**config.mk**
```make
export PLATFORM = sky130hd
export DESIGN_NAME = sdram_rdcheck
export DESIGN_NICKNAME = d
export VERILOG_FILES = /design/src/rtl/sdram_pkg.sv /design/src/rtl/sdram_rdcmp.sv /design/src/rtl/sdram_rdcheck.sv
export SDC_FILE = /design/constraint.sdc
export NUM_CORES = 1
export LEC_CHECK = 0
export CORE_ASPECT_RATIO = 1.75
export CORE_MARGIN = 10
export CORE_UTILIZATION = 52
export CTS_BUF_LIST = sky130_fd_sc_hd__clkbuf_8 sky130_fd_sc_hd__clkbuf_16
export DETAILED_ROUTE_END_ITERATION = 10
export GPL_ROUTABILITY_DRIVEN = 1
export PLACE_DENSITY = 0.86
export SYNTH_ARGS = -nofsm -noshare
export SYNTH_HDL_FRONTEND = slang
export SYNTH_SLANG_ARGS = --single-unit
```
**constraint.sdc**
```tcl
create_clock -name clk_100m -period 3.95 [get_ports clk_100m]
set_input_delay 0.5925 -clock clk_100m [delete_from_list [all_inputs] [get_ports clk_100m]]
set_output_delay 0.5925 -clock clk_100m [all_outputs]
set_load 0.02 [all_outputs]
```
**src/rtl/sdram_pkg.sv**
```systemverilog
// Shared types and constants for the SDRAM read-back checker.
// Burst geometry is fixed: moni_addr is {burst address, 3'b0}.
package sdram_pkg;

   localparam int unsigned BURST_LEN = 8;
   localparam int unsigned BEAT_W    = 3;
   localparam int unsigned ADDR_W    = 19;
   localparam int unsigned MADDR_W   = 22;

   typedef enum logic [2:0] {
      IDLE,
      REQ,
      WAIT_ACK,
      DRAIN,
      LAST,
      DONE
   } rd_state_t;

   // Word n of the written pattern is base+n, wrapping at 16 bits.
   function automatic logic [15:0] exp_word(input logic [15:0] base, input logic [15:0] idx);
      return base + idx;
   endfunction

endpackage

```
**src/rtl/sdram_rdcmp.sv**
```systemverilog
// Read-word comparator: mismatch counting (saturating), first-error capture
// and the final pass verdict.
module sdram_rdcmp
   import sdram_pkg::*;
#(
   parameter logic [15:0] PAT_BASE = 16'h6211
) (
   input  logic               clk_100m,
   input  logic               rst,
   input  logic               rd_valid,
   input  logic [15:0]        rd_data,
   input  logic [15:0]        word_idx,
   input  logic [ADDR_W-1:0]  addr,
   input  logic               fin,
   input  logic               timeout_err,
   output logic [7:0]         err_cnt,
   output logic [MADDR_W-1:0] first_err_addr,
   output logic               chk_pass
);

   logic mismatch;

   assign mismatch = rd_valid && (rd_data != exp_word(PAT_BASE, word_idx));

   always_ff @(posedge clk_100m or posedge rst) begin
      if (rst) begin
         err_cnt        <= '0;
         first_err_addr <= '0;
         chk_pass       <= 1'b0;
      end else begin
         if (mismatch) begin
            if (err_cnt != 8'hFF)
               err_cnt <= err_cnt + 8'd1;
            // Beat is the low bits of the global index since bursts start on multiples of 8.
            if (err_cnt == '0)
               first_err_addr <= {addr, word_idx[BEAT_W-1:0]};
         end
         if (fin)
            chk_pass <= (err_cnt == '0) && !timeout_err;
      end
   end

endmodule

```
**src/rtl/sdram_rdcheck.sv**
```systemverilog
// SDRAM read-back checker: after the write phase, reads bursts 0..ADDR_END
// through the controller's req/ack handshake and the rdFIFO, and verifies them.
module sdram_rdcheck
   import sdram_pkg::*;
#(
   parameter logic [ADDR_W-1:0] ADDR_END    = 19'h00003,
   parameter logic [15:0]       PAT_BASE    = 16'h6211,
   parameter logic [15:0]       ACK_TIMEOUT = 16'd4095
) (
   input  logic               clk_100m,
   input  logic               rst,
   input  logic               syswr_done,
   input  logic               sdram_rd_ack,
   input  logic [15:0]        rdf_dout,
   output logic               sys_rd_req,
   output logic [MADDR_W-1:0] moni_addr,
   output logic               rdf_rdreq,
   output logic [15:0]        rd_data,
   output logic               rd_valid,
   output logic [7:0]         err_cnt,
   output logic [MADDR_W-1:0] first_err_addr,
   output logic               timeout_err,
   output logic               sysrd_done,
   output logic               chk_pass
);

   rd_state_t         state, state_nxt;
   logic              ackr1, ackr2, ack_fall, tmo_hit;
   logic [ADDR_W-1:0] addr;
   logic [BEAT_W-1:0] beat;
   logic [15:0]       tmo_cnt, widx;

   assign ack_fall  = ~ackr1 & ackr2;
   assign tmo_hit   = (tmo_cnt == ACK_TIMEOUT);
   assign moni_addr = {addr, {BEAT_W{1'b0}}};
   assign rd_data   = rd_valid ? rdf_dout : '0;

   always_ff @(posedge clk_100m or posedge rst) begin
      if (rst) state <= IDLE;
      else     state <= state_nxt;
   end

   // REQ accepts the synchronised ack level, so an ack already high on entry counts as the rise.
   always_comb begin
      state_nxt  = state;
      sys_rd_req = 1'b0;
      rdf_rdreq  = 1'b0;
      case (state)
         IDLE:     if (syswr_done) state_nxt = REQ;
         REQ: begin
            sys_rd_req = 1'b1;
            if (tmo_hit)    state_nxt = DONE;
            else if (ackr1) state_nxt = WAIT_ACK;
         end
         WAIT_ACK: begin
            if (tmo_hit)       state_nxt = DONE;
            else if (ack_fall) state_nxt = DRAIN;
         end
         DRAIN: begin
            rdf_rdreq = 1'b1;
            if (beat == BEAT_W'(BURST_LEN - 1)) state_nxt = LAST;
         end
         LAST:     state_nxt = (addr == ADDR_END) ? DONE : REQ;
         DONE:     state_nxt = DONE;
         default:  state_nxt = IDLE;
      endcase
   end

   always_ff @(posedge clk_100m or posedge rst) begin
      if (rst) begin
         ackr1       <= 1'b0;
         ackr2       <= 1'b0;
         addr        <= '0;
         beat        <= '0;
         tmo_cnt     <= '0;
         widx        <= '0;
         rd_valid    <= 1'b0;
         timeout_err <= 1'b0;
         sysrd_done  <= 1'b0;
      end else begin
         ackr1    <= sdram_rd_ack;
         ackr2    <= ackr1;
         rd_valid <= rdf_rdreq;
         if (rd_valid)
            widx <= widx + 16'd1;
         if ((state_nxt == REQ) && (state != REQ))
            tmo_cnt <= '0;
         else if ((state == REQ) || (state == WAIT_ACK))
            tmo_cnt <= tmo_cnt + 16'd1;
         if (state == DRAIN)
            beat <= beat + BEAT_W'(1);
         if ((state == LAST) && (addr != ADDR_END))
            addr <= addr + ADDR_W'(1);
         if (((state == REQ) || (state == WAIT_ACK)) && tmo_hit)
            timeout_err <= 1'b1;
         if (state == DONE)
            sysrd_done <= 1'b1;
      end
   end

   sdram_rdcmp #(
      .PAT_BASE (PAT_BASE)
   ) u_rdcmp (
      .clk_100m       (clk_100m),
      .rst            (rst),
      .rd_valid       (rd_valid),
      .rd_data        (rd_data),
      .word_idx       (widx),
      .addr           (addr),
      .fin            (state == DONE),
      .timeout_err    (timeout_err),
      .err_cnt        (err_cnt),
      .first_err_addr (first_err_addr),
      .chk_pass       (chk_pass)
   );

endmodule

```
==> run metrics <==
Core ar. 9150 sq um; drt first pass iters 4; postcts setup bufs 0; Worst Setup Path Type reg -> reg; DRC violation total after the first TritonRoute iteration 234; CP Data Arrival Time between 3 and 4 ns; Avg Inst Size Synth 10.8 sq um; Slew headroom 0.351; fmax 312 MHz; gr ovfl total 0; cell repeated most along the worst path buf_4; ANT cells 0; Syn Inst Count 456; Cell Chain, Critical Path ha_1 -> a31o_2 -> nand2_1 -> and3b_1 -> o32ai_1 -> nor4_4 -> buf_4 -> nor3b_4 -> buf_4 -> mux2_2; number of synthesis warnings 0; Commonest cells post-synth dfrtp_1, nor2_1, xnor2_1; Place WS ~0.6 ns; HPWL after detailed placement 8.99 mm; worst reg2reg path depth 10; area growth from synthesis to layout 26.1%; min-delay worst type reg -> reg; # clock sinks 93; fin nets 572; Hold Vio Cnt, Final 0; Worst-path clk slew 0.07 ns; CTS buffer count 9; Crit-path slowest cell dfrtp_1; first-pass GRT wire length ~20 mm; pwr dens 551 nW/um^2; peak supply drop 0.000330 V; flop and latch count out of synthesis a little over 90; Row Count 46; final period demand of the worst path 3.20 ns; Final WS setup 0.750 ns; Register-to-Register Setup Slack approximately 0.75 ns; Seq/Total Area, Yosys 0.473; Initial Util 0.537; final core occ 0.677; top cells by area, synth dfrtp_1, xnor2_1, mux2_4; Port Buffer Count 90; EDFF count, synth 0; Leak about 2.7 nW; Routed WL per cell roughly 18 microns; Root Buffer clkbuf_16; final wirelength 11.8 mm; maximum fanout along the worst path 22; layout cells sized above 1 0.107; Yosys top cell by area dfrtp_1; CP Launch Type register; top-area cell type share of the netlist area 0.473; status finished clean; HP Start ackr1; CTS tree yes; number of global-route vias before repair 3,837; Req. time, crit path 4.18 ns; hold worst-path end ackr2; Ports 94; ys async rst share 1.00; FF-to-FF Start widx[0]; post-cts resize count 0; Skew-Pair Late Insertion Delay 0.34 ns; Die Ht 149 microns; Vias around 3,700; slowest stage delay, CP 0.49 ns; Setup crit end kind register; antenna violations before repair 0; gr usage total 0.175; routability congestion estimate between 0.8 and 0.9; Die W 93.5 microns; Least-Margin Pin Slew ~0.97 ns; CTS Hold Bufs 0; Pins Over Slew Limit 0; Worst Skew 0.0105 ns; largest net degree at the start of global routing 44; Routed Antenna Nets 0; top_reg_cell synth dfrtp_1; count leader, synth dfrtp_1; Reg2Reg Capture Point u_rdcmp.first_err_addr[21]; Clock Tree Buf Depth 2; synthesized area slightly below 5000 sq um; Max-cap violations 0; vias per cell 5.53; H-tree Lvls 3; setup TNS 0 ns; die area 13,900 sq um; Hold Path Stages 0; Setup Viol. Count Final 0; Synth cell types 61; Hold WS 0.423 ns; RSZ-0062 raised after global routing false; Tcrit/Tclk final 0.810; DRC 0
[stage by stage]
stage / std cells / cell area (sq um) / power, mW
6_report: 669 / 6200 / 3.42
5_1_grt: 669 / 6200 / 3.61
4_1_cts: 669 / 6200 / 3.44
3_5_place_dp: 654 / 5900 / 2.57
3_3_place_gp: 654 / 5900 / 2.51
2_1_floorplan: 458 / 4920 / 2.16
[per-layer routing]
metal / GRT usage / share of wire / vias up
met1: 0.193 / 0.38 / 1829
met5: 0 / 0 / -
li1: - / - / 1740
met2: 0.307 / 0.54 / 111
met4: 0.0853 / 0.030 / 0
met3: 0.0353 / 0.049 / 22
[where the power goes]
group          leakage, nW  internal (mW)  switching, mW
Combinational         1.33          0.574          0.602
Sequential            1.24           1.12          0.259
Clock                0.144          0.495          0.370
Total                 2.72           2.19           1.23
[worst max-delay path by stage]
stage | start | end | slack [ns] | cells past startpoint
after floorplan | rst | ackr1 | 0.94 | 1
after global placement | rdf_dout[9] | u_rdcmp.first_err_addr[21] | 0.68 | 10
after detailed placement | rdf_dout[9] | u_rdcmp.first_err_addr[21] | 0.59 | 10
after CTS | widx[0] | u_rdcmp.first_err_addr[21] | 0.78 | 10
after global routing | widx[0] | u_rdcmp.first_err_addr[21] | 0.58 | 10
final | widx[0] | u_rdcmp.first_err_addr[21] | 0.75 | 10
[worst max-delay path: cells and delay by family, from the launching register on]
family	cells	cell delay (ns)
compound gates	2	0.71
fa+ha+maj	1	0.32
buf+inv	2	0.58
flops	1	0.49
mux	1	0.39
simple gates	4	0.56
[kinds of logic after synthesis]
kind of cell,count (synthesis),synth area share
AOI/OAI and AO/OA,33,0.0499
xor gates and xnor gates,72,0.137
adders and majority gates,7,0.0178
buffers and inverters,32,0.0338
DFF,93,0.473
muxes,29,0.0809
other,1,0.000763
and+or+nand+nor,189,0.207
[layout by cell type, fill, tap and decap left out, types with 3 or more instances in the layout]
cell type,netlist,final
clkdlybuf4s50_1,0,90
nor2b_1,6,6
a21oi_1,8,8
xnor2_1,42,42
nand4_1,18,18
dfrtp_1,93,93
and2_1,17,17
ha_1,7,7
clkbuf_16,0,9
nand2_1,34,34
nand2b_1,7,7
and3_1,9,9
mux2i_1,3,3
or4_1,3,3
inv_1,13,12
mux2_2,6,6
xor2_1,27,27
buf_4,4,5
conb_1,1,3
a211oi_1,3,3
mux2_4,20,20
or2_2,4,4
nor4_1,5,5
nor3_1,6,6
nor2_1,45,45
o21ai_0,5,5
nand3_1,17,17
and4_1,4,4
[state kept, by name, indices dropped and copies added (netlist names), 3 cells and up]
register / count
u_rdcmp.err_cnt: 8
addr: 19
u_rdcmp.first_err_addr: 22
beat: 3
widx: 16
state: 3
tmo_cnt: 16
[layout make-up]
type,instances,area (sq um)
fill,671,2950
multi-input combinational,333,2440
sequential,93,2330
timing repair buffer,95,938
clock buffer,9,225
tap,120,150
clock inverter,6,71.3
inverter,13,50.0
Power figures use the tool's default switching activity.
